**src/rtl/id_scoreboard.sv**
```systemverilog
`default_nettype none
// ============================================================================
// Module   : id_scoreboard
// Purpose  : Register hazard scoreboard between decode and register read.
//            It tracks one pending-write bit per register and reports RAW/WAW
//            stalls. It also counts in-flight writes and stall cycles.
//            Optional sticky protocol-error flag under SCOREBOARD_ERR_EN.
// Revision : 1.0 - initial release
// ============================================================================
module id_scoreboard #(
    parameter int RADDR_W      = 5,
    parameter int MAX_INFLIGHT = 4,
    parameter int CNT_W        = 16
) (
    input  logic               clk,
    input  logic               rst,
    input  logic               issue_valid_i,
    output logic               issue_ready_o,
    input  logic [RADDR_W-1:0] rs1_i,
    input  logic               rs1_re_i,
    input  logic [RADDR_W-1:0] rs2_i,
    input  logic               rs2_re_i,
    input  logic [RADDR_W-1:0] rd_i,
    input  logic               rd_we_i,
    input  logic               wb_valid_i,
    input  logic [RADDR_W-1:0] wb_addr_i,
    input  logic               flush_i,
    output logic               stall_o,
    output logic [31:0]        pending_o,
    output logic [2:0]         inflight_o,
    output logic [CNT_W-1:0]   stall_cnt_o,
    output logic               err_o
);

    localparam logic [2:0] c_MAX_INFLIGHT = 3'(MAX_INFLIGHT);

    logic [31:0]      r_pending;
    logic [2:0]       r_inflight;
    logic [CNT_W-1:0] r_stall_cnt;

    logic [31:0] w_clr;
    logic [31:0] w_set;
    logic [31:0] w_pending_nxt;
    logic [2:0]  w_inflight_eff;
    logic [2:0]  w_inflight_nxt;
    logic        w_clr_any;
    logic        w_raw1;
    logic        w_raw2;
    logic        w_waw;
    logic        w_full;
    logic        w_rd_live;
    logic        w_ready;
    logic        w_stall;
    logic        w_accept;

    // A writeback only clears a bit that is actually pending; x0 never is.
    always_comb begin
        w_clr = '0;
        if (wb_valid_i) begin
            w_clr[wb_addr_i] = r_pending[wb_addr_i];
        end
    end

    assign w_clr_any = |w_clr;

    // Hazards see the same-cycle writeback as already retired (bypass).
    assign w_raw1 = rs1_re_i & (rs1_i != '0) & r_pending[rs1_i] & ~w_clr[rs1_i];
    assign w_raw2 = rs2_re_i & (rs2_i != '0) & r_pending[rs2_i] & ~w_clr[rs2_i];
    assign w_waw  = rd_we_i  & (rd_i  != '0) & r_pending[rd_i]  & ~w_clr[rd_i];

    assign w_rd_live      = rd_we_i & (rd_i != '0);
    assign w_inflight_eff = r_inflight - {2'b00, w_clr_any};
    assign w_full         = (w_inflight_eff == c_MAX_INFLIGHT);

    assign w_ready  = ~rst & ~flush_i & ~w_raw1 & ~w_raw2 & ~w_waw
                    & ~(w_full & w_rd_live);
    assign w_stall  = ~rst & issue_valid_i & ~w_ready;
    assign w_accept = issue_valid_i & w_ready & w_rd_live;

    always_comb begin
        w_set = '0;
        if (w_accept) begin
            w_set[rd_i] = 1'b1;
        end
    end

    // Set is OR'ed after the clear so a same-register set/clear keeps the bit.
    assign w_pending_nxt  = ((r_pending & ~w_clr) | w_set) & 32'hFFFF_FFFE;
    assign w_inflight_nxt = r_inflight + {2'b00, w_accept} - {2'b00, w_clr_any};

    always_ff @(posedge clk) begin
        if (rst) begin
            r_pending  <= '0;
            r_inflight <= '0;
        end else if (flush_i) begin
            r_pending  <= '0;
            r_inflight <= '0;
        end else begin
            r_pending  <= w_pending_nxt;
            r_inflight <= w_inflight_nxt;
        end
    end

    always_ff @(posedge clk) begin
        if (rst) begin
            r_stall_cnt <= '0;
        end else if (w_stall && !(&r_stall_cnt)) begin
            r_stall_cnt <= r_stall_cnt + 1'b1;
        end
    end

`ifdef SCOREBOARD_ERR_EN
    logic r_err;
    logic r_prev_stall;
    logic w_err_evt;

    // A stall that coincides with a flush does not oblige decode to hold valid.
    assign w_err_evt = (wb_valid_i & (wb_addr_i != '0) & ~r_pending[wb_addr_i])
                     | (w_clr_any & (r_inflight == '0))
                     | (r_prev_stall & ~issue_valid_i & ~flush_i);

    always_ff @(posedge clk) begin
        if (rst) begin
            r_err        <= 1'b0;
            r_prev_stall <= 1'b0;
        end else begin
            r_err        <= r_err | w_err_evt;
            r_prev_stall <= w_stall & ~flush_i;
        end
    end

    assign err_o = r_err;
`else
    assign err_o = 1'b0;
`endif

    assign issue_ready_o = w_ready;
    assign stall_o       = w_stall;
    assign pending_o     = r_pending;
    assign inflight_o    = r_inflight;
    assign stall_cnt_o   = r_stall_cnt;

endmodule
`default_nettype wire

```
**config.mk**
```make
export PLATFORM = sky130hd
export DESIGN_NAME = id_scoreboard
export DESIGN_NICKNAME = d
export VERILOG_FILES = /design/src/rtl/id_scoreboard.sv
export SDC_FILE = /design/constraint.sdc
export NUM_CORES = 1
export LEC_CHECK = 0
export BUFFER_PORTS_ARGS = -buffer_cell sky130_fd_sc_hd__buf_2
export CAP_MARGIN = 10
export CORE_MARGIN = 2
export CORE_UTILIZATION = 56
export DETAILED_ROUTE_END_ITERATION = 8
export PLACE_DENSITY = 0.88
export SYNTH_ARGS = -nofsm -noshare
export SYNTH_HDL_FRONTEND = slang
export SYNTH_SLANG_ARGS = --single-unit
```
**constraint.sdc**
```tcl
create_clock -name clk -period 7.5 [get_ports clk]
set_clock_uncertainty 0.05 [all_clocks]
set_input_delay 1.5 -clock clk [delete_from_list [all_inputs] [get_ports clk]]
set_output_delay 1.5 -clock clk [all_outputs]
set_load 0.03 [all_outputs]
```
Word-level counts from Yosys, hierarchy flattened
Cells that the tools add are included.
{ "classes": {"bitwise_logic": 33, "mux": 20, "add_sub_neg": 4, "magnitude_cmp": 6, "reduce_logical": 10, "eq_ne": 1} }
{ "ops": {"columns": ["operator", "count"], "rows": [
  ["$and A32 B32 Y32", 2],
  ["$mux W32", 2],
  ["$bmux W1 S5", 7],
  ["$not A32 Y32", 1],
  ["$or A32 B32 Y32", 1],
  ["$reduce_or A32 Y1", 1],
  ["$lt A5 B6 Y1 const B", 4],
  ["$and A1 B1 Y1", 19],
  ["$add A16 B1 Y16 const B", 1],
  ["$reduce_and A16 Y1", 1],
  ["$reduce_bool A5 Y1", 3],
  ["$demux W1 S5", 2],
  ["$ge A5 B1 Y1 const B", 2],
  ["$not A1 Y1", 10],
  ["$mux W1", 9],
  ["$sub A3 B1 Y3", 2],
  ["$add A3 B1 Y3", 1],
  ["$eq A3 B3 Y1 const B", 1],
  ["$logic_and A1 B1 Y1", 3],
  ["$reduce_or A2 Y1", 1],
  ["$logic_not A1 Y1", 1]
]} }
{ "word_totals": {"elab_cells": 78, "input_bits": 28, "out_inout_bits": 54, "register_bits": 51} }

Depth between registers and ports, before layout
{ "depth": {"depth_word": 19, "mapped_depth": 24, "mapped_depth_nobuf": 21} }

Least setup slack after synthesis
No wires, ideal clock.
{ "synth_timing": {"path_kind": "input to output", "startpoint": "input port wb_addr_i[1]", "endpoint": "output port stall_o", "path_stages": 15, "required_ps": 5950, "path_buffers": 2, "arrival_time_ps": 4759, "path_slack_ps": 1191, "cell_sequence": "buf_2 > buf_2 > mux2i_1 > o221ai_1 > a21oi_1 > a21o_1 > inv_1 > ha_1 > xor2_1 > and3_1 > or3_1 > o31ai_1 > o22ai_2 > nor2_4 > and2b_1"} }
{ "synth_via": {"elab_chain_cells": 17, "word_cells_on_any_way": 35, "cone_classes": "1 x add/sub; 2 x order compare; 1 x eq/ne; 11 x mux; 18 x bitwise; 2 x reduce/logical"} }
{ "synth_lines": {"columns": ["element", "line_no", "text"], "rows": [
  ["start, declared", "26", "input logic [RADDR_W-1:0] wb_addr_i,"],
  ["$lt A5 B6 Y1 (implied by the code) / $ge A5 B1 Y1 (equally long branches)", "60", "w_clr[wb_addr_i] = r_pending[wb_addr_i];"],
  ["$logic_and A1 B1 Y1 (implied by the code)", "60", null],
  ["$mux W1 (implied by the code)", "60", null],
  ["$demux W1 S5", "60", null],
  ["$and A32 B32 Y32 (no source line) (*)", null, null],
  ["$mux W32 (*)", "59", "if (wb_valid_i) begin"],
  ["$bmux W1 S5", "67", "assign w_raw1 = rs1_re_i & (rs1_i != '0) & r_pending[rs1_i] & ~w_clr[rs1_i];"],
  ["$mux W1 (implied by the code)", "67", null],
  ["$not A1 Y1", "67", null],
  ["$and A1 B1 Y1", "67", null],
  ["$not A1 Y1", "75", "assign w_ready = ~rst & ~flush_i & ~w_raw1 & ~w_raw2 & ~w_waw"],
  ["$and A1 B1 Y1 (3 in a row)", "75", null],
  ["$and A1 B1 Y1 (*)", "76", "& ~(w_full & w_rd_live);"],
  ["via issue_ready_o", "18", "output logic issue_ready_o,"],
  ["$not A1 Y1 (*)", "77", "assign w_stall = ~rst & issue_valid_i & ~w_ready;"],
  ["$and A1 B1 Y1 (*)", "77", null],
  ["end, declared", "28", "output logic stall_o,"]
]} }
The timed path passes the listed nets; every way through them passes the cells marked *. The select of a mux whose other input is x is not followed.

Worst setup path in the final report
{ "layout_timing": {"startpoint": "input port wb_addr_i[1]", "endpoint": "output port stall_o"} }
{ "layout_via": {"elab_chain_cells": 17, "word_cells_on_any_way": 35, "cone_classes": "1 x add/sub; 2 x order compare; 1 x eq/ne; 11 x mux; 18 x bitwise; 2 x reduce/logical"} }
{ "layout_lines": {"columns": ["element", "line_no"], "rows": [
  ["$lt A5 B6 Y1 (implied by the code) / $ge A5 B1 Y1 (equally long branches)", "60"],
  ["$logic_and A1 B1 Y1 (implied by the code)", "60"],
  ["$mux W1 (implied by the code)", "60"],
  ["$demux W1 S5", "60"],
  ["$and A32 B32 Y32 (no source line) (*)", null],
  ["$mux W32 (*)", "59"],
  ["$bmux W1 S5", "67"],
  ["$mux W1 (implied by the code)", "67"],
  ["$not A1 Y1", "67"],
  ["$and A1 B1 Y1", "67"],
  ["$not A1 Y1", "75"],
  ["$and A1 B1 Y1 (3 in a row)", "75"],
  ["$and A1 B1 Y1 (*)", "76"],
  ["$not A1 Y1 (*)", "77"],
  ["$and A1 B1 Y1 (*)", "77"]
]} }
Mark *: on every way between the ends. The rest lies on a longest branch, timed or not. The select of a mux whose other input is x is not followed.

==> summary.txt <==
first-pass GRT wire length - 18.9 mm
cell count after synthesis - 412
RSZ-0062 raised after global routing - false
Die Y-Extent - 87.5 um
P_leak - 1.65 nW
synth warn - 0
H-tree levels - 2
final cell count without fillers - 545
MaxCap Viol Count - 0
met2 wire len - 5.34 mm
HPWL after DPL - 8.55 mm
Yosys cell types - 69
vias in the first global route - 3540
Placeable Area - 6760 um^2
clk root buf - clkbuf_8
endpoints failing hold - 0
Hold/Removal Path Class - flop to flop
metal3 WL - 1.59 mm
top_reg_cell synth - dfxtp_1
top cells by area, synth - dfxtp_1 (26%), mux4_2 (9.8%), o31ai_1 (6.0%)
IO buf count - 79
Top Metal Used - met4
dpl cell area - 4230 um^2
Vias/cell - 7.28
drt wl/cell - 22.4 um
Post-CTS Resized - 0
CTS buffer count - 5
largest net degree at the start of global routing - 34
final setup vio count - 0
crit end category - output port
worst setup path class - input port to output port
Area Overhead vs Synth - 11.3%
critical path startpoint category - input port
asr flop ratio synth - 0
largest area contributor in the netlist - dfxtp_1
WHS - 0.456 ns
postcts setup bufs - 0
count leader, synth - dfxtp_1
Least-Margin Pin Slew - 0.790 ns
CTS tree - built
clk_lat worst skew - 0.31 ns
dpl cells - 537
Die X - 87.5 um
Max stage delay on crit path - 0.43 ns
min Tclk post-route - 6.72 ns
worst setup path startpoint - wb_addr_i[1]
GPL Wtd Cong - 1.02
Slowest-stage cell, CP - a21oi_1
initial antenna violation count - 0
CTS sink cnt - 50
TNS Setup - 0 ns
fraction of layout cells with a size suffix above 1 - 0.267
Diodes inserted - 0
Netlist Area Pre-Place - 3900 um^2
DRT Wirelength - 12.2 mm
Total Power - 585 uW
Via Count - 3967
Mapped Avg Cell Area - 9.48 um^2
Post-synth EDFFs - 0
synth cell count leaders - dfxtp_1 (50), o31ai_1 (31), mux2i_1 (22), o211ai_1 (20)
Initial Util - 0.578
fmax - 149 MHz
area of the die - 7660 um^2
fill count - 554
Post-DRT Antenna Nets - 0
Final Max Slew Viols - 0
Hold Buf Count CTS - 0
critical path fanouts, max - 14
num rows - 30
most used cell, CP - buf_2
Yosys top cell area share - 0.256
Tot GR Track Use - 0.319
number of top-level pins - 82
CP Buf/Inv Count - 4
Peak supply drop - 0.000111 V
Max-slew headroom - 0.470
period utilisation layout - 0.897
Initial DRC Count - 526
PD cells - 134 nW/um^2
Post-Layout Inst Area - 4350 um^2
beginning of the worst hold path - stall_cnt_o[10]
total iterations of the first detailed-routing run - 5
Final Net Count - 497
worst r2r src - pending_o[27]
outcome - finished clean
Max clock buf depth - 2
Worst-path clk slew - 0.10 ns
CP top delay family - compound AO/OA/AOI/OAI gates
Critical Path RT - 5.95 ns
#FFs+latches synth - 50
GR Overflow Total - 0
WL met1 - 4.90 mm
CP Cell Sequence - buf_2 -> buf_4 -> mux2i_1 -> o221ai_1 -> a21oi_1 -> a21o_1 -> inv_1 -> ha_1 -> xor2_1 -> and3_1 -> or3_1 -> o31ai_1 -> o22ai_2 -> nor2_4 -> and2b_1 -> buf_2
Post-route DRC - 0
CP arrival - 5.17 ns
proportion of synthesized chip area in sequential cells - 0.256
## final cells by class
cell class              instances  area, um^2  share of cell area
clock buffers                   6        82.6              0.0190
clock inverters                 2        38.8             0.00892
repair buffers                 82         418              0.0961
flip-flops and latches         50        1000               0.230
inverters                      17        63.8              0.0147
multi-input cells             308        2640               0.608
well taps                      80         100              0.0230
## where the power goes
group          internal, mW  switching, mW
logic                0.0357         0.0735
registers             0.267        0.00229
clock network         0.110         0.0961
## tightest hold or removal path, delay by kind of cell, from the launching register on
family             cells  cell delay, ns
DFF                    1            0.35
AOI/OAI and AO/OA      2            0.13
## cell families (layout without fill, tap and decap cells)
| kind of cell | Yosys count | in the layout | share of synthesized area |
|---|---|---|---|
| AO/OA/AOI/OAI | 135 | 135 | 0.259 |
| XOR/XNOR | 20 | 20 | 0.0449 |
| adder cells (fa/ha/maj) | 5 | 5 | 0.0179 |
| buffers and inverters | 55 | 107 | 0.0676 |
| flip-flops | 50 | 50 | 0.256 |
| multiplexers | 46 | 46 | 0.198 |
| other | 1 | 2 | 0.000960 |
| AND/OR/NAND/NOR | 100 | 100 | 0.156 |
## final timing paths
| kind | to | cells after the start | slack [ns] |
|---|---|---|---|
| max | stall_o | 16 | 0.78 |
| max reg2reg | inflight_o[2] | 20 | 2.30 |
| min reg2reg | stall_cnt_o[10] | 2 | 0.46 |
| min | stall_cnt_o[10] | 2 | 0.46 |
## through the flow
stage / util / setup WS, ns
final: 0.644 / 0.776
after detailed placement: 0.626 / 0.907
after global routing: 0.644 / 0.625
after CTS: 0.644 / 0.881
after floorplan: - / 1.19
after global placement: 0.626 / 1.04
## sequential cells by signal, indices dropped and copies added (netlist names)
| name | flops |
|---|---|
| stall_cnt_o | 16 |
| pending_o | 31 |
| inflight_o | 3 |
## metal layers
layer	up-vias	track usage
met5	-	0
met4	0	0.103
met3	45	0.0929
met2	336	0.475
met1	1857	0.446
li1	1729	-
## placed cells by master, fill, tap and decap left out, types with 3 or more instances in the layout
master    Yosys  routed
mux4_2       17      17
o21ai_0      13      13
a21oi_1      17      17
mux2i_1      22      22
nand4_1       3       3
buf_4         3       3
nand2_1      10      10
ha_1          4       4
inv_1        17      17
and2_1        6       6
o22ai_1       5       5
nor2b_1       7       7
o211ai_1     20      20
o21a_1        3       3
o31ai_1      31      31
or3b_2        3       3
nor2_1       13      13
xor2_1        4       4
nand3_1      16      16
nand2b_1      4       4
or3_1        11      11
nand3b_1      8       8
clkbuf_8      0       6
buf_2        13      79
mux4_1        6       6
xnor2_1      16      16
o311ai_0     16      16
dfxtp_1      50      50
o31ai_2       3       3
(Power assumes the default switching activity.)
